`src/rtl/timer_pkg.sv`:
```
// Shared types and constants for the multi-channel countdown timer.
package timer_pkg;

  typedef enum logic [1:0] {IDLE, RUN, PAUSE, EXPIRED} state_t;

  localparam int SEC_W = 6;
  localparam logic [SEC_W-1:0] SEC_MAX = 6'd59;

  function automatic logic [SEC_W-1:0] clamp_sec(input logic [SEC_W-1:0] s);
    return (s > SEC_MAX) ? SEC_MAX : s;
  endfunction

endpackage

```
`src/rtl/countdown_timer_mc_tick_gen.sv`:
```
// Free-running divider: tick is high while the counter sits at TICK_DIV-1.
module tick_gen #(
  parameter int TICK_DIV = 50_000_000
) (
  input  logic clk,
  input  logic reset,
  output logic tick
);

  localparam int CW = $clog2(TICK_DIV);
  localparam logic [CW-1:0] LAST = CW'(TICK_DIV - 1);

  logic [CW-1:0] cnt_q;

  always_ff @(posedge clk or posedge reset) begin
    if (reset) begin
      cnt_q <= '0;
    end else if (cnt_q == LAST) begin
      cnt_q <= '0;
    end else begin
      cnt_q <= cnt_q + 1'b1;
    end
  end

  assign tick = (cnt_q == LAST);

endmodule

```
`src/rtl/countdown_timer_mc.sv`:
```
// NUM_CH independent min:sec countdown channels sharing one divided tick.
// Optional reload-on-expiry mode is enabled by defining TIMER_AUTORELOAD_EN.
module countdown_timer_mc
  import timer_pkg::*;
#(
  parameter int NUM_CH   = 4,
  parameter int TICK_DIV = 50_000_000,
  parameter int MIN_W    = 6
) (
  input  logic                      clk,
  input  logic                      reset,
  input  logic [NUM_CH-1:0]         load,
  input  logic [MIN_W-1:0]          load_min,
  input  logic [SEC_W-1:0]          load_sec,
  input  logic [NUM_CH-1:0]         start,
  input  logic [NUM_CH-1:0]         pause,
  input  logic [NUM_CH-1:0]         clear,
`ifdef TIMER_AUTORELOAD_EN
  input  logic [NUM_CH-1:0]         auto_reload,
`endif
  output logic [NUM_CH*MIN_W-1:0]   count_minutes,
  output logic [NUM_CH*SEC_W-1:0]   count_seconds,
  output logic [NUM_CH-1:0]         running,
  output logic [NUM_CH-1:0]         done,
  output logic [NUM_CH-1:0]         expired
);

  logic tick;
  logic [SEC_W-1:0] sec_clamped;

  tick_gen #(.TICK_DIV(TICK_DIV)) u_tick_gen (
    .clk   (clk),
    .reset (reset),
    .tick  (tick)
  );

  assign sec_clamped = clamp_sec(load_sec);

  for (genvar i = 0; i < NUM_CH; i++) begin : g_ch
    state_t            state_q, state_d;
    logic [MIN_W-1:0]  min_q, min_d, rmin_q, rmin_d;
    logic [SEC_W-1:0]  sec_q, sec_d, rsec_q, rsec_d;
    logic              run_q, done_q, exp_q, exp_d;
    logic              ar;

`ifdef TIMER_AUTORELOAD_EN
    assign ar = auto_reload[i];
`else
    assign ar = 1'b0;
`endif

    // Strobes are a strict priority chain; an asserted higher strobe
    // consumes the cycle, so a tick coinciding with any command is dropped.
    always_comb begin
      state_d = state_q;
      min_d   = min_q;
      sec_d   = sec_q;
      rmin_d  = rmin_q;
      rsec_d  = rsec_q;
      exp_d   = 1'b0;
      if (clear[i]) begin
        state_d = IDLE;
        min_d   = '0;
        sec_d   = '0;
      end else if (load[i]) begin
        rmin_d = load_min;
        rsec_d = sec_clamped;
        min_d  = load_min;
        sec_d  = sec_clamped;
        if (state_q == EXPIRED) state_d = IDLE;
      end else if (pause[i]) begin
        if (state_q == RUN) state_d = PAUSE;
      end else if (start[i]) begin
        if (state_q != RUN) begin
          if (state_q == EXPIRED) begin
            min_d = rmin_q;
            sec_d = rsec_q;
          end
          if (min_d == '0 && sec_d == '0) begin
            state_d = EXPIRED;
            exp_d   = 1'b1;
          end else begin
            state_d = RUN;
          end
        end
      end else if (tick && state_q == RUN) begin
        if (sec_q != '0) begin
          sec_d = sec_q - 1'b1;
        end else begin
          min_d = min_q - 1'b1;
          sec_d = SEC_MAX;
        end
        if (min_d == '0 && sec_d == '0) begin
          exp_d = 1'b1;
          if (ar && !(rmin_q == '0 && rsec_q == '0)) begin
            min_d = rmin_q;
            sec_d = rsec_q;
          end else begin
            state_d = EXPIRED;
          end
        end
      end
    end

    always_ff @(posedge clk or posedge reset) begin
      if (reset) begin
        state_q <= IDLE;
        min_q   <= '0;
        sec_q   <= '0;
        rmin_q  <= '0;
        rsec_q  <= '0;
        run_q   <= 1'b0;
        done_q  <= 1'b0;
        exp_q   <= 1'b0;
      end else begin
        state_q <= state_d;
        min_q   <= min_d;
        sec_q   <= sec_d;
        rmin_q  <= rmin_d;
        rsec_q  <= rsec_d;
        run_q   <= (state_d == RUN);
        done_q  <= (state_d == EXPIRED);
        exp_q   <= exp_d;
      end
    end

    assign count_minutes[i*MIN_W +: MIN_W] = min_q;
    assign count_seconds[i*SEC_W +: SEC_W] = sec_q;
    assign running[i] = run_q;
    assign done[i]    = done_q;
    assign expired[i] = exp_q;
  end

endmodule

```
`config.mk`:
```
export PLATFORM = sky130hd
export DESIGN_NAME = countdown_timer_mc
export DESIGN_NICKNAME = d
export VERILOG_FILES = /design/src/rtl/timer_pkg.sv /design/src/rtl/countdown_timer_mc_tick_gen.sv /design/src/rtl/countdown_timer_mc.sv
export SDC_FILE = /design/constraint.sdc
export NUM_CORES = 1
export LEC_CHECK = 0
export CAP_MARGIN = 30
export CORE_UTILIZATION = 30
export CTS_CLUSTER_SIZE = 14
export DETAILED_ROUTE_END_ITERATION = 10
export GPL_ROUTABILITY_DRIVEN = 0
export SLEW_MARGIN = 20
export SYNTH_ARGS = -nofsm -noshare
export SYNTH_HDL_FRONTEND = slang
export SYNTH_HIERARCHICAL = 1
export SYNTH_SLANG_ARGS = --single-unit
```
`constraint.sdc`:
```
create_clock -name clk -period 4.3 [get_ports clk]
set_input_delay 0.43 -clock clk [delete_from_list [all_inputs] [get_ports clk]]
set_output_delay 0.43 -clock clk [all_outputs]
set_load 0.01 [all_outputs]
```
== Word-level counts from Yosys, hierarchy flattened ==
Index checks and enable logic that the tools add are counted.

* Flip-flop bits (word level): 142
* Input bits: 30
* Output and inout bits: 60
* Logic and storage cells: 338

* $add $sub $neg: 9
* $lt $le $gt $ge: 1
* Equality and inequality tests: 29
* Mux-type cells: 218
* Bitwise logic cells: 4
* Reduce and logical (&&, ||, !) cells: 44

{| class="wikitable"
|+ Operator list
! operator !! number
|-
| 2-to-1 mux 6 bit || 145
|-
| logical NOT 6 bit || 16
|-
| 2-to-1 mux 2 bit || 40
|-
| subtractor 6 x 1 -> 6 bit, second input constant || 8
|-
| 2-to-1 mux 1 bit || 32
|-
| adder 26 x 1 -> 26 bit, second input constant || 1
|-
| == test 26 bit, second input constant || 1
|-
| 2-to-1 mux 26 bit || 1
|-
| nonzero test 6 bit || 4
|-
| == test 2 x 1 -> 1 bit, second input constant || 8
|-
| == test 2 bit, second input constant || 8
|-
| inequality test 4 x 2 -> 1 bit, second input constant || 4
|-
| nonzero test 4 bit || 4
|-
| logical AND 1 bit || 12
|-
| inequality test 3 x 2 -> 1 bit, second input constant || 4
|-
| AND reduction 3 bit || 4
|-
| inequality test 2 x 1 -> 1 bit, second input constant || 4
|-
| AND reduction 2 bit || 4
|-
| greater-than comparator 6 bit, second input constant || 1
|-
| inverter 1 bit || 4
|}

== Depth between registers and ports, before layout ==
* Depth after elaboration: 16
* Gate-level depth with buffers: 10
* Mapped depth without buffers: 8

== Modules after synthesis ==
Netlist, hierarchy kept.

{| class="wikitable"
|+ By module, submodules not included
! module !! times used !! cells an instance !! area each (µm²) !! seq. area each (µm²)
|-
| countdown_timer_mc || 1 || 941 || 7753.7 || 2902.8
|-
| tick_gen || 1 || 135 || 1342.5 || 650.6
|}

== Worst setup path before layout ==
OpenSTA, ideal clock, no wires.

* Kind: register -> register
* Start: register u_tick_gen.cnt_q[18]
* End: register g_ch[3].min_q[3]
* Setup time: 131 ps
* Arrival: 3003 ps
* Required time: 4169 ps
* Setup slack: 1165 ps
* Stages on the path, launching flop included: 11
* Buffers on the path: 2
* Clock period less this slack: 3135 ps
* Cells stage by stage: dfrtp_1 > nor4b_1 > nand4_1 > nor4_2 > clkbuf_1 > nor4bb_1 > a21oi_1 > or2_2 > clkbuf_1 > o311ai_0 > o21ai_0

* Word-level cells in the longest chain between the ends: 4

{| class="wikitable"
|+ RTL lines
! what !! RTL line !! text
|-
| from (decl) || countdown_timer_mc_tick_gen.sv:13 || <nowiki>logic [CW-1:0] cnt_q;</nowiki>
|-
| from (signal assigned) || countdown_timer_mc_tick_gen.sv:21 || <nowiki>cnt_q <= cnt_q + 1'b1;</nowiki>
|-
| == test 26 bit || countdown_timer_mc_tick_gen.sv:25 || <nowiki>assign tick = (cnt_q == LAST);</nowiki>
|-
| net tick || countdown_timer_mc.sv:28 || <nowiki>logic tick;</nowiki>
|-
| logical AND 1 bit || countdown_timer_mc.sv:86 || <nowiki>end else if (tick && state_q == RUN) begin</nowiki>
|-
| nonzero test 4 bit (no line) || n/a ||
|-
| AND reduction 3 bit (no line) || n/a ||
|-
| to (signal assigned) || countdown_timer_mc.sv:117 || <nowiki>min_q <= min_d;</nowiki>
|-
| to (decl) || countdown_timer_mc.sv:41 || <nowiki>logic [MIN_W-1:0] min_q, min_d, rmin_q, rmin_d;</nowiki>
|}

The timed path passes the listed nets, and every way through them passes these cells.
A chain may end at the register's enable or synchronous reset.

== Final worst setup path ==
* Start: register u_tick_gen.cnt_q[8]
* End: register g_ch[3].min_q[3]

Same word-level chain as after synthesis.

==> impl_metrics.ini <==
[outcome]
outcome = finished, final reports clean

[clocking]
clock-root-buffer = clkbuf_16
cts_resized = 0
cts_tree = yes
cts.sinks = 142
cts_hold_buf = 0
clk_latency_ns = 0.44
numCtsBuffers = 17
cts_max_level = 4
cts_setup_buffers = 0
clk_pin_slew_ns = 0.06
cts_buffer_depth = 2

[cells_and_area]
nets = 1164
drive_above_1_share_pct = 6.81
antennaDiodeCount = 0
area_delta_synth_final_pct = 18.4

[timing]
rsz0062_at_grt = no
min_period_over_period_pct = 76.3
tightest_slew_ns = 0.985
slew_headroom_pct = 34.1
fin_tns_setup_ns = 0
fmax_mhz = 305
setup_ws_ns = 1.02
fin_crit_ns = 3.28
skew_ns = 0.0134
hold_viol = 0
setup_violations = 0
drv_slew = 0

[route]
vias = 8888
ant_nets = 0
drt_iter0_drc = 953
post_drt_wl_per_cell_microns = 19.2
viasPerCell = 5.85
drt_wl_total_microns = 29200
firstDrtPassIters = 7
drc = 0

[grt]
grt_pass1_wl_microns = 47100
grt_pass1_vias = 8554
antenna_found_initial = 0
grt.total_usage_pct = 19.4
grt_overflow_total = 0
grt_max_degree = 54

[yosys]
synth_flop_cell = dfrtp_1
yosys.area_share.simple_pct = 26.6
synthDistinctLibCells = 87
synth_area_sq_um = 9100
ys_warn_count = 6
synth_top_area_cell = dfrtp_1
synth_top_family_by_area = simple AND/OR/NAND/NOR gates
muxShareOfSynthArea_pct = 2.23
synth.top_cells.by_count = 142 x dfrtp_1, 141 x nand2_1, 86 x nor2_1, 76 x o21ai_0, 57 x a21oi_1
synth-xor-area-share_pct = 2.12
yosys.area.top_type_share_pct = 39.1
yosys-top-cells-area = dfrtp_1 39%, nand2_1 5.8%, o21ai_0 4.2%
synth_fa_ha_area_share_pct = 2.06
netlist_instances = 1076
synth_fp_nets = 1121
synth_compound_area_share_pct = 21.9
synth.ff_latch_count = 142
synthesis.area_per_instance_sq_um = 8.45
seq_area_frac_synth_pct = 39.1
async_flop_share_pct = 100
yosysMostFrequentCell = dfrtp_1
synth_edf_count = 0

[floorplan]
die_x_microns = 176
core_sq_um = 29700
ios = 90
die_h_microns = 176
start_util_pct = 30.6
fp-row-count = 63
dieArea_sq_um = 31000

[critical_path]
cp.required_ns = 4.61
r2r_end = g_ch[3].min_q[3]
crit_path_max_incr_delay_ns = 0.45
setup.worst_path.class = flop to flop
cp.arrival_ns = 3.59
crit_path_cell_trace = nor4b_1, nand4_1, nor4_4, buf_4, nor4bb_1, a21oi_1, or2_2, o311ai_0, o21ai_0
r2r_slack_ns = 1.02
r2r_start = u_tick_gen/cnt_q[8]
reg2regPathDepth = 9
worstSetupEndpointType = flop
slowest_stage = dfrtp_1
start_kind = flop
crit_path_max_fanout = 21

[pwr]
switchingPower_mw = 1.20
p_int_mw = 2.57
p_per_area_nw_per_um2 = 350
pwr-share-seq_pct = 42.5
leakagePower_nw = 4.41
ir_drop_v = 0.000262
comb_power_share_pct = 20.5
finalPower_mw = 3.77
p_clk_share_pct = 37.1
switching_share_pct = 31.8

[place]
numPortBuffers = 89
place_hpwl_microns = 21000
pre_cts_slack_ns = 1.14

[job]
maxCapViolCount = 0

[hold_path]
holdCritPathClass = input port to asynchronous set/reset pin
-- state kept, by name, indices dropped and copies added, names as in the netlist --
signal,flops
g_ch.rmin_q,24
g_ch.run_q,4
u_tick_gen/cnt_q,26
g_ch.rsec_q,24
g_ch.state_q,8
g_ch.min_q,24
g_ch.sec_q,24
g_ch.exp_q,4
g_ch.done_q,4
-- placed cells by master, fill, tap and decap left out, types with 6 or more instances in the layout --
cell,instances
a211oi_1,17
a21oi_1,57
a221oi_1,7
a22o_1,6
a31oi_1,16
and3_1,11
and4_1,8
buf_4,9
clkbuf_16,17
clkdlybuf4s50_1,89
dfrtp_1,142
ha_1,15
inv_1,42
mux2_2,10
mux2i_1,9
nand2_1,141
nand2b_1,18
nand3_1,32
nand4_1,19
nor2_1,86
nor2b_1,8
nor3_1,33
nor4_1,20
nor4b_1,8
o211ai_1,6
o21ai_0,76
o221ai_1,11
o22ai_1,12
o31ai_1,9
or2_2,7
or3_1,19
or4_1,8
xnor2_1,14
xor2_1,8
-- per-stage QoR --
stage / instance area (sq um) / std cells / hold slack, ns / utilization, %
after floorplan: 9100 / 1076 / 0.438 / -
after global placement: 10200 / 1488 / 0.455 / 34.3
after detailed placement: 10200 / 1490 / 0.466 / 34.4
after CTS: 10800 / 1520 / 0.358 / 36.3
after global routing: 10800 / 1520 / 0.378 / 36.3
final: 10800 / 1520 / 0.348 / 36.3
-- worst max-delay path by stage --
stage                         startpoint               end  slack, ns  cells after the start
floorplan                          reset    g_ch[0].done_q       0.80                      1
global placement    u_tick_gen/cnt_q[18]  g_ch[1].min_q[5]       1.16                      9
CTS                 u_tick_gen/cnt_q[18]  g_ch[3].min_q[3]       1.07                      9
global route        u_tick_gen/cnt_q[10]  g_ch[1].sec_q[5]       0.65                      9
finish               u_tick_gen/cnt_q[8]  g_ch[3].min_q[3]       1.02                      9
detailed placement  u_tick_gen/cnt_q[11]  g_ch[1].min_q[5]       1.14                      9
-- kinds of logic after synthesis --
group / after synthesis
simple gates: 463
compound gates: 295
flops: 142
buf+inv: 120
xor+xnor: 22
mux: 19
fa+ha+maj: 15
-- routing by layer --
metal / global-route usage, % / vias up / part of all wire, %
met1: 26.8 / 4347 / 46
met2: 29.7 / 402 / 45
met5: 0 / - / 0
met4: 6.78 / 0 / 2.4
met3: 4.03 / 75 / 6.9
li1: - / 4064 / -
-- area by class of cell --
type                    count  area [sq um]
multi-input cells         814          5010
flip-flops and latches    142          3550
fillers                  3037         18900
inverters                  44           168
clock buffers              20           447
repair buffers            100          1010
clock inverters            10          92.6
well taps                 390           488
-- power by group through the flow --
stage               registers, mW  clock network, mW  logic (mW)
finish                       1.60               1.40       0.772
global route                 1.62               1.48       0.854
CTS                          1.60               1.42       0.767
detailed placement           1.62                  0       0.763
global placement             1.62                  0       0.751
floorplan                    1.56                  0       0.518
-- critical path, delay by kind of cell, from the launching register on --
family                 cells  cell delay (ns)
and+or+nand+nor            5             1.62
DFF                        1             0.45
AOI/OAI and AO/OA          3             0.69
buffers and inverters      1             0.38
Power figures use the tool's default switching activity.
